### config.mk
export PLATFORM = sky130hd
export DESIGN_NAME = vga_blitter_flat
export DESIGN_NICKNAME = d
export VERILOG_FILES = /design/src/rtl/vga_blitter_if.sv /design/src/rtl/vga_blitter.sv /design/src/flat_wrapper.sv
export SDC_FILE = /design/constraint.sdc
export NUM_CORES = 1
export LEC_CHECK = 0
export CAP_MARGIN = 40
export CORE_MARGIN = 1
export CORE_UTILIZATION = 61
export DETAILED_ROUTE_END_ITERATION = 8
export PLACE_DENSITY = 0.93
export SYNTH_ARGS = -nofsm -noshare
export SYNTH_HDL_FRONTEND = slang
export SYNTH_SLANG_ARGS = --single-unit
### constraint.sdc
create_clock -name clk50M -period 6.2 [get_ports clk50M]
set_input_delay 1.86 -clock clk50M [delete_from_list [all_inputs] [get_ports clk50M]]
set_output_delay 1.86 -clock clk50M [all_outputs]
set_load 0.02 [all_outputs]
### src/rtl/vga_blitter_if.sv
// Command channel from the CPU-side bus glue into the blitter.
// Handshake: a command transfers on a clock edge where cmd_valid && cmd_ready; the master holds all fields until then.
interface vga_blitter_if;
  logic       cmd_valid;
  logic       cmd_ready;
  logic [1:0] cmd_op;
  logic [8:0] cmd_x;
  logic [8:0] cmd_y;
  logic [8:0] cmd_w;
  logic [8:0] cmd_h;
  logic [7:0] cmd_color;

  modport master (
    output cmd_valid, cmd_op, cmd_x, cmd_y, cmd_w, cmd_h, cmd_color,
    input  cmd_ready
  );

  modport slave (
    input  cmd_valid, cmd_op, cmd_x, cmd_y, cmd_w, cmd_h, cmd_color,
    output cmd_ready
  );
endinterface

### src/rtl/vga_blitter.sv
// Clipped pixel / rectangle / clear-screen writer feeding the VGA driver's framebuffer port.
// One registered pixel write per clock, row-major, addresses built incrementally from a row base.
module vga_blitter #(
  parameter int FB_WIDTH   = 400,
  parameter int FB_HEIGHT  = 300,
  parameter int ROW_SHIFT  = 9,
  parameter int ADDR_WIDTH = 18
) (
  input  logic                  clk50M,
  input  logic                  rst,
  vga_blitter_if.slave          bus,
  output logic [ADDR_WIDTH-1:0] write_addr,
  output logic [7:0]            write_data,
  output logic                  write_enable,
  output logic                  busy,
  output logic                  done,
  output logic [1:0]            dbg_state
);

  typedef enum logic [1:0] {
    IDLE = 2'd0,
    FILL = 2'd1,
    DONE = 2'd2
  } state_t;

  localparam logic [9:0]            FB_W   = 10'(FB_WIDTH);
  localparam logic [9:0]            FB_H   = 10'(FB_HEIGHT);
  localparam logic [ADDR_WIDTH-1:0] STRIDE = ADDR_WIDTH'(1) << ROW_SHIFT;

  state_t state, state_n;

  logic [9:0]            col, row;
  logic [9:0]            eff_w_q, eff_h_q;
  logic [ADDR_WIDTH-1:0] row_base;

  logic [9:0]            op_x, op_y, op_w, op_h;
  logic [9:0]            room_w, room_h, eff_w, eff_h;
  logic [ADDR_WIDTH-1:0] start_addr;
  logic                  reject, accept, ready_int;
  logic                  last_col, last_row;

  // Normalise every opcode to a rectangle, then reject and clip in 10-bit space.
  always_comb begin
    op_x = {1'b0, bus.cmd_x};
    op_y = {1'b0, bus.cmd_y};
    op_w = {1'b0, bus.cmd_w};
    op_h = {1'b0, bus.cmd_h};
    case (bus.cmd_op)
      2'd0: begin
        op_w = 10'd1;
        op_h = 10'd1;
      end
      2'd2: begin
        op_x = 10'd0;
        op_y = 10'd0;
        op_w = FB_W;
        op_h = FB_H;
      end
      default: ;
    endcase
    reject = (bus.cmd_op == 2'd3) || (op_x >= FB_W) || (op_y >= FB_H) ||
             (op_w == 10'd0) || (op_h == 10'd0);
    room_w     = FB_W - op_x;
    room_h     = FB_H - op_y;
    eff_w      = (op_w < room_w) ? op_w : room_w;
    eff_h      = (op_h < room_h) ? op_h : room_h;
    start_addr = (ADDR_WIDTH'(op_y) << ROW_SHIFT) + ADDR_WIDTH'(op_x);
  end

  assign ready_int     = (state == IDLE) && !rst;
  assign bus.cmd_ready = ready_int;
  assign accept        = bus.cmd_valid && ready_int;
  assign last_col      = (col == eff_w_q - 10'd1);
  assign last_row      = (row == eff_h_q - 10'd1);
  assign dbg_state     = state;

  always_comb begin
    state_n = state;
    case (state)
      IDLE: if (accept) state_n = reject ? DONE : FILL;
      FILL: if (last_col && last_row) state_n = DONE;
      DONE: state_n = IDLE;
      default: state_n = IDLE;
    endcase
  end

  // Output flags are registered from the next state so the first write lands the cycle after acceptance.
  always_ff @(posedge clk50M or posedge rst) begin
    if (rst) begin
      state        <= IDLE;
      col          <= '0;
      row          <= '0;
      eff_w_q      <= '0;
      eff_h_q      <= '0;
      row_base     <= '0;
      write_addr   <= '0;
      write_data   <= '0;
      write_enable <= 1'b0;
      busy         <= 1'b0;
      done         <= 1'b0;
    end else begin
      state        <= state_n;
      write_enable <= (state_n == FILL);
      busy         <= (state_n != IDLE);
      done         <= (state_n == DONE);
      if (accept) begin
        col      <= '0;
        row      <= '0;
        eff_w_q  <= eff_w;
        eff_h_q  <= eff_h;
        row_base <= start_addr;
        if (!reject) begin
          write_addr <= start_addr;
          write_data <= bus.cmd_color;
        end
      end else if (state == FILL && state_n == FILL) begin
        if (last_col) begin
          col        <= '0;
          row        <= row + 10'd1;
          row_base   <= row_base + STRIDE;
          write_addr <= row_base + STRIDE;
        end else begin
          col        <= col + 10'd1;
          write_addr <= write_addr + ADDR_WIDTH'(1);
        end
      end
    end
  end

endmodule

### src/flat_wrapper.sv
// flat-port wrapper written by rule: the top's interface ports become plain ports
module vga_blitter_flat 
#(
  parameter int FB_WIDTH   = 400,
  parameter int FB_HEIGHT  = 300,
  parameter int ROW_SHIFT  = 9,
  parameter int ADDR_WIDTH = 18
)
  (clk50M, rst, write_addr, write_data, write_enable, busy, done, dbg_state, bus_cmd_valid, bus_cmd_op, bus_cmd_x, bus_cmd_y, bus_cmd_w, bus_cmd_h, bus_cmd_color, bus_cmd_ready);
  vga_blitter_if bus_i ();
  input  logic clk50M;
  input  logic rst;
  output logic [ADDR_WIDTH-1:0] write_addr;
  output logic [7:0] write_data;
  output logic write_enable;
  output logic busy;
  output logic done;
  output logic [1:0] dbg_state;
  input wire logic [$bits(bus_i.cmd_valid)-1:0] bus_cmd_valid;
  input wire logic [$bits(bus_i.cmd_op)-1:0] bus_cmd_op;
  input wire logic [$bits(bus_i.cmd_x)-1:0] bus_cmd_x;
  input wire logic [$bits(bus_i.cmd_y)-1:0] bus_cmd_y;
  input wire logic [$bits(bus_i.cmd_w)-1:0] bus_cmd_w;
  input wire logic [$bits(bus_i.cmd_h)-1:0] bus_cmd_h;
  input wire logic [$bits(bus_i.cmd_color)-1:0] bus_cmd_color;
  output wire logic [$bits(bus_i.cmd_ready)-1:0] bus_cmd_ready;
  assign bus_i.cmd_valid = bus_cmd_valid;
  assign bus_i.cmd_op = bus_cmd_op;
  assign bus_i.cmd_x = bus_cmd_x;
  assign bus_i.cmd_y = bus_cmd_y;
  assign bus_i.cmd_w = bus_cmd_w;
  assign bus_i.cmd_h = bus_cmd_h;
  assign bus_i.cmd_color = bus_cmd_color;
  assign bus_cmd_ready = bus_i.cmd_ready;
  vga_blitter #(.FB_WIDTH(FB_WIDTH), .FB_HEIGHT(FB_HEIGHT), .ROW_SHIFT(ROW_SHIFT), .ADDR_WIDTH(ADDR_WIDTH)) u_core (.clk50M(clk50M), .rst(rst), .bus(bus_i), .write_addr(write_addr), .write_data(write_data), .write_enable(write_enable), .busy(busy), .done(done), .dbg_state(dbg_state));
endmodule
==> results_dict.tcl <==
set metrics [dict create \
    place_hpwl_um 12800 \
    mostFrequentLayoutCells "nand2_1 (109), dfrtp_1 (89), clkdlybuf4s50_1 (80)" \
    p_seq_share_pct 37.6 \
    layout.nets 875 \
    maxCapViolCount 0 \
    p_sw_mw 1.25 \
    holdPathEnd "u_core.row_base[4]$_DFFE_PP0P_" \
    gp_congestion 0.990 \
    antenna_found_initial 0 \
    p_total_mw 2.90 \
    ys_ff_latch 89 \
    drive_above_1_share_pct 6.32 \
    cp.required_ns 6.44 \
    grt_max_degree 60 \
    cts_sinks 89 \
    die_x_um 103 \
    synth-seq-area-share_pct 36.0 \
    synth_edf_count 0 \
    p_leak_nw 3.12 \
    synth_async_sr_flop_share_pct 100 \
    clockBufferDepth 2 \
    slowest_stage "nor2b_1" \
    slew_headroom_pct 50.1 \
    clkLatencyLatePin_ns 0.38 \
    crit_type "primary input to register" \
    synth_nets 812 \
    antenna_left 0 \
    worstReg2RegStart "u_core.eff_w_q[0]$_DFFE_PP0P_" \
    start_util_pct 63.1 \
    yosys.cell_types.count 64 \
    p_int_mw 1.65 \
    cts-hold-fix-buffers 0 \
    hold_viol 0 \
    syn_inst 739 \
    drv_slew 0 \
    hp-class "register to register" \
    cts_setup_buffers 0 \
    antennaDiodeCount 0 \
    wl_um 17600 \
    route.detailed.drc 0 \
    reg2reg_slack_ns 1.96 \
    overflow 0 \
    drt_iter0_drc 704 \
    path_max_fanout 26 \
    tightest_slew_ns 0.737 \
    ys.flop_type "dfrtp_1" \
    cts_resized 0 \
    row_count 36 \
    max_freq_mhz 191 \
    syn_avg_cell_area_um2 8.38 \
    cts_tree "built" \
    ioPinCount 81 \
    avgRoutedWirePerCell_um 18.8 \
    slowest_delay_ns 0.52 \
    cts.htree.levels 3 \
    start_kind "primary input" \
    rsz0062_at_grt "false" \
    root_buffer "clkbuf_8" \
    dr_total_vias 6178 \
    core_area_mm2 0.00982 \
    pwr-share-comb_pct 48.1 \
    hp-start "u_core.row_base[4]$_DFFE_PP0P_" \
    period_minus_slack_ns 5.23 \
    viasPerCell 6.57 \
    syn_to_final_growth_pct 18.1 \
    synth_area_mm2 0.00619 \
    reg2reg_to "u_core.row_base[12]$_DFFE_PP0P_" \
    whs_path_depth 2 \
    numCtsBuffers 9 \
    grtUsageTotal_pct 35.6 \
    grt_pass1_wl_um 28800 \
    cp.arrival_ns 5.47 \
    outcome "finished, final reports clean" \
    setup_viol 0 \
    pwr-share-clk_pct 14.3 \
    cp_top_family "compound AO/OA/AOI/OAI gates" \
    die_area_mm2 0.0106 \
    tns_ns 0 \
    clock-skew-final_ns 0.0114 \
    end_kind "register" \
    numPortBuffers 80 \
    clk_pin_slew_ns 0.09 \
    switching_share_pct 43.2 \
    r2r_cells 11 \
    firstDrtPassIters 5 \
    worstPathCellList "clkdlybuf4s50_1 > buf_4 > nor2b_1 > o21ai_0 > a21o_1 > xor2_1 > nand2_1 > ha_1 > a21o_1 > a21oi_1 > nor2b_1 > o21ai_0 > o211ai_1 > buf_4 > mux2i_1 > a21oi_1" \
    ys_warn_count 0 \
    ir_drop_mv 0.296 \
    p_per_area_mw_per_mm2 396 \
    die_height_um 103 \
    min_period_over_period_pct 84.4 \
    path_buf_inv 3 \
    grt_pass1_vias 5930 \
    layout_commonest_cell "nand2_1" \
]
==> sequential cells by signal, summed over array words and instances (netlist names) <==
name                 flops
u_core.row_base         18
u_core.write_addr       18
u_core.col              10
u_core.eff_h_q          10
u_core.eff_w_q          10
u_core.row              10
u_core.write_data        8
u_core.dbg_state         2
u_core.busy              1
u_core.done              1
u_core.write_enable      1
==> cells in the mapped netlist, types with 3 or more instances <==
cell	count	share of area, %
a31oi_1	15	1.5
nand2_1	110	6.7
o22a_1	6	0.85
xor2_1	23	3.3
a22o_1	5	0.71
and3_1	14	1.4
inv_1	15	0.91
nor2_1	49	3.0
mux2_2	13	2.4
clkbuf_1	37	2.2
a2bb2oi_1	5	0.71
nand4_1	7	0.71
o41ai_1	3	0.42
buf_1	3	0.18
or3_1	12	1.2
nor2b_1	3	0.30
a21oi_1	43	3.5
nor4_1	14	1.4
nand3b_1	3	0.36
o211ai_1	14	1.7
o2111ai_1	3	0.42
a21o_1	10	1.2
a211oi_1	5	0.61
nand4b_1	3	0.42
o31ai_1	3	0.36
and2_1	17	1.7
nor3_1	23	1.9
mux2i_1	9	1.5
o21a_1	4	0.48
dfrtp_1	89	36
ha_1	24	4.8
xnor2_1	33	4.7
nand2b_1	8	0.81
a221o_1	4	0.65
nand3_1	34	2.7
o21ai_0	39	3.2
==> through the flow <==
stage	std cells	util (%)	hold slack, ns	area [µm²]	setup WS [ns]
after floorplan	739	-	0.441	6190	0.638
after global placement	921	72.3	0.459	7100	0.771
after detailed placement	924	72.5	0.464	7120	0.708
after CTS	940	74.5	0.485	7310	1.07
after global routing	940	74.5	0.501	7310	0.712
final	940	74.5	0.482	7310	0.969
==> routing by layer <==
| metal | vias to the layer above | GRT usage (%) | part of all wire (%) |
|---|---|---|---|
| li1 | 2790 | - | - |
| met1 | 2952 | 47.7 | 40 |
| met2 | 376 | 56.4 | 47 |
| met3 | 60 | 7.32 | 9.8 |
| met4 | 0 | 14.7 | 3.3 |
| met5 | - | 0 | 0 |
==> layout make-up <==
type | count | area [µm²]
fill | 723 | 2510
clock buffer | 11 | 131
sequential | 89 | 2230
clock inverter | 5 | 65.1
timing repair buffer | 94 | 916
multi-input combinational | 593 | 3750
tap | 133 | 166
inverter | 15 | 57.6
==> worst max path at each step <==
stage / startpoint / end / slack, ns / cells after the start
3_3_place_gp: bus_cmd_op[1] / u_core.eff_h_q[4]$_DFFE_PP0P_ / 0.77 / 16
2_1_floorplan: bus_cmd_op[0] / u_core.eff_h_q[2]$_DFFE_PP0P_ / 0.64 / 19
6_report: bus_cmd_op[0] / u_core.eff_w_q[1]$_DFFE_PP0P_ / 0.97 / 16
5_1_grt: bus_cmd_op[1] / u_core.eff_h_q[3]$_DFFE_PP0P_ / 0.71 / 17
3_5_place_dp: bus_cmd_op[0] / u_core.eff_w_q[1]$_DFFE_PP0P_ / 0.71 / 16
4_1_cts: rst / bus_cmd_ready / 1.07 / 3
==> logic make-up (layout without fill, tap and decap cells) <==
| family | count (synthesis) | in the layout | share of synthesized area (%) |
|---|---|---|---|
| simple gates | 313 | 313 | 24.8 |
| mux | 22 | 22 | 3.82 |
| xor+xnor | 56 | 56 | 7.92 |
| compound gates | 178 | 178 | 19.1 |
| buf+inv | 57 | 125 | 3.60 |
| flops | 89 | 89 | 36.0 |
| fa+ha+maj | 24 | 24 | 4.85 |
==> power by group through the flow <==
stage | sequential [mW] | clock [mW] | combinational [mW]
after global routing | 1.12 | 0.437 | 1.53
after CTS | 1.08 | 0.412 | 1.38
final | 1.09 | 0.415 | 1.39
after detailed placement | 1.09 | 0 | 1.37
after global placement | 1.06 | 0 | 1.31
after floorplan | 1.12 | 0 | 0.847
==> worst register-to-register path, delay by kind of cell, from the launching register on <==
family,cells,cell delay (ns)
simple gates,5,2.11
compound gates,2,0.67
flops,1,0.43
mux,1,0.36
buf+inv,2,0.34
fa+ha+maj,1,0.23
No activity file was read; power rests on OpenSTA's default activity.
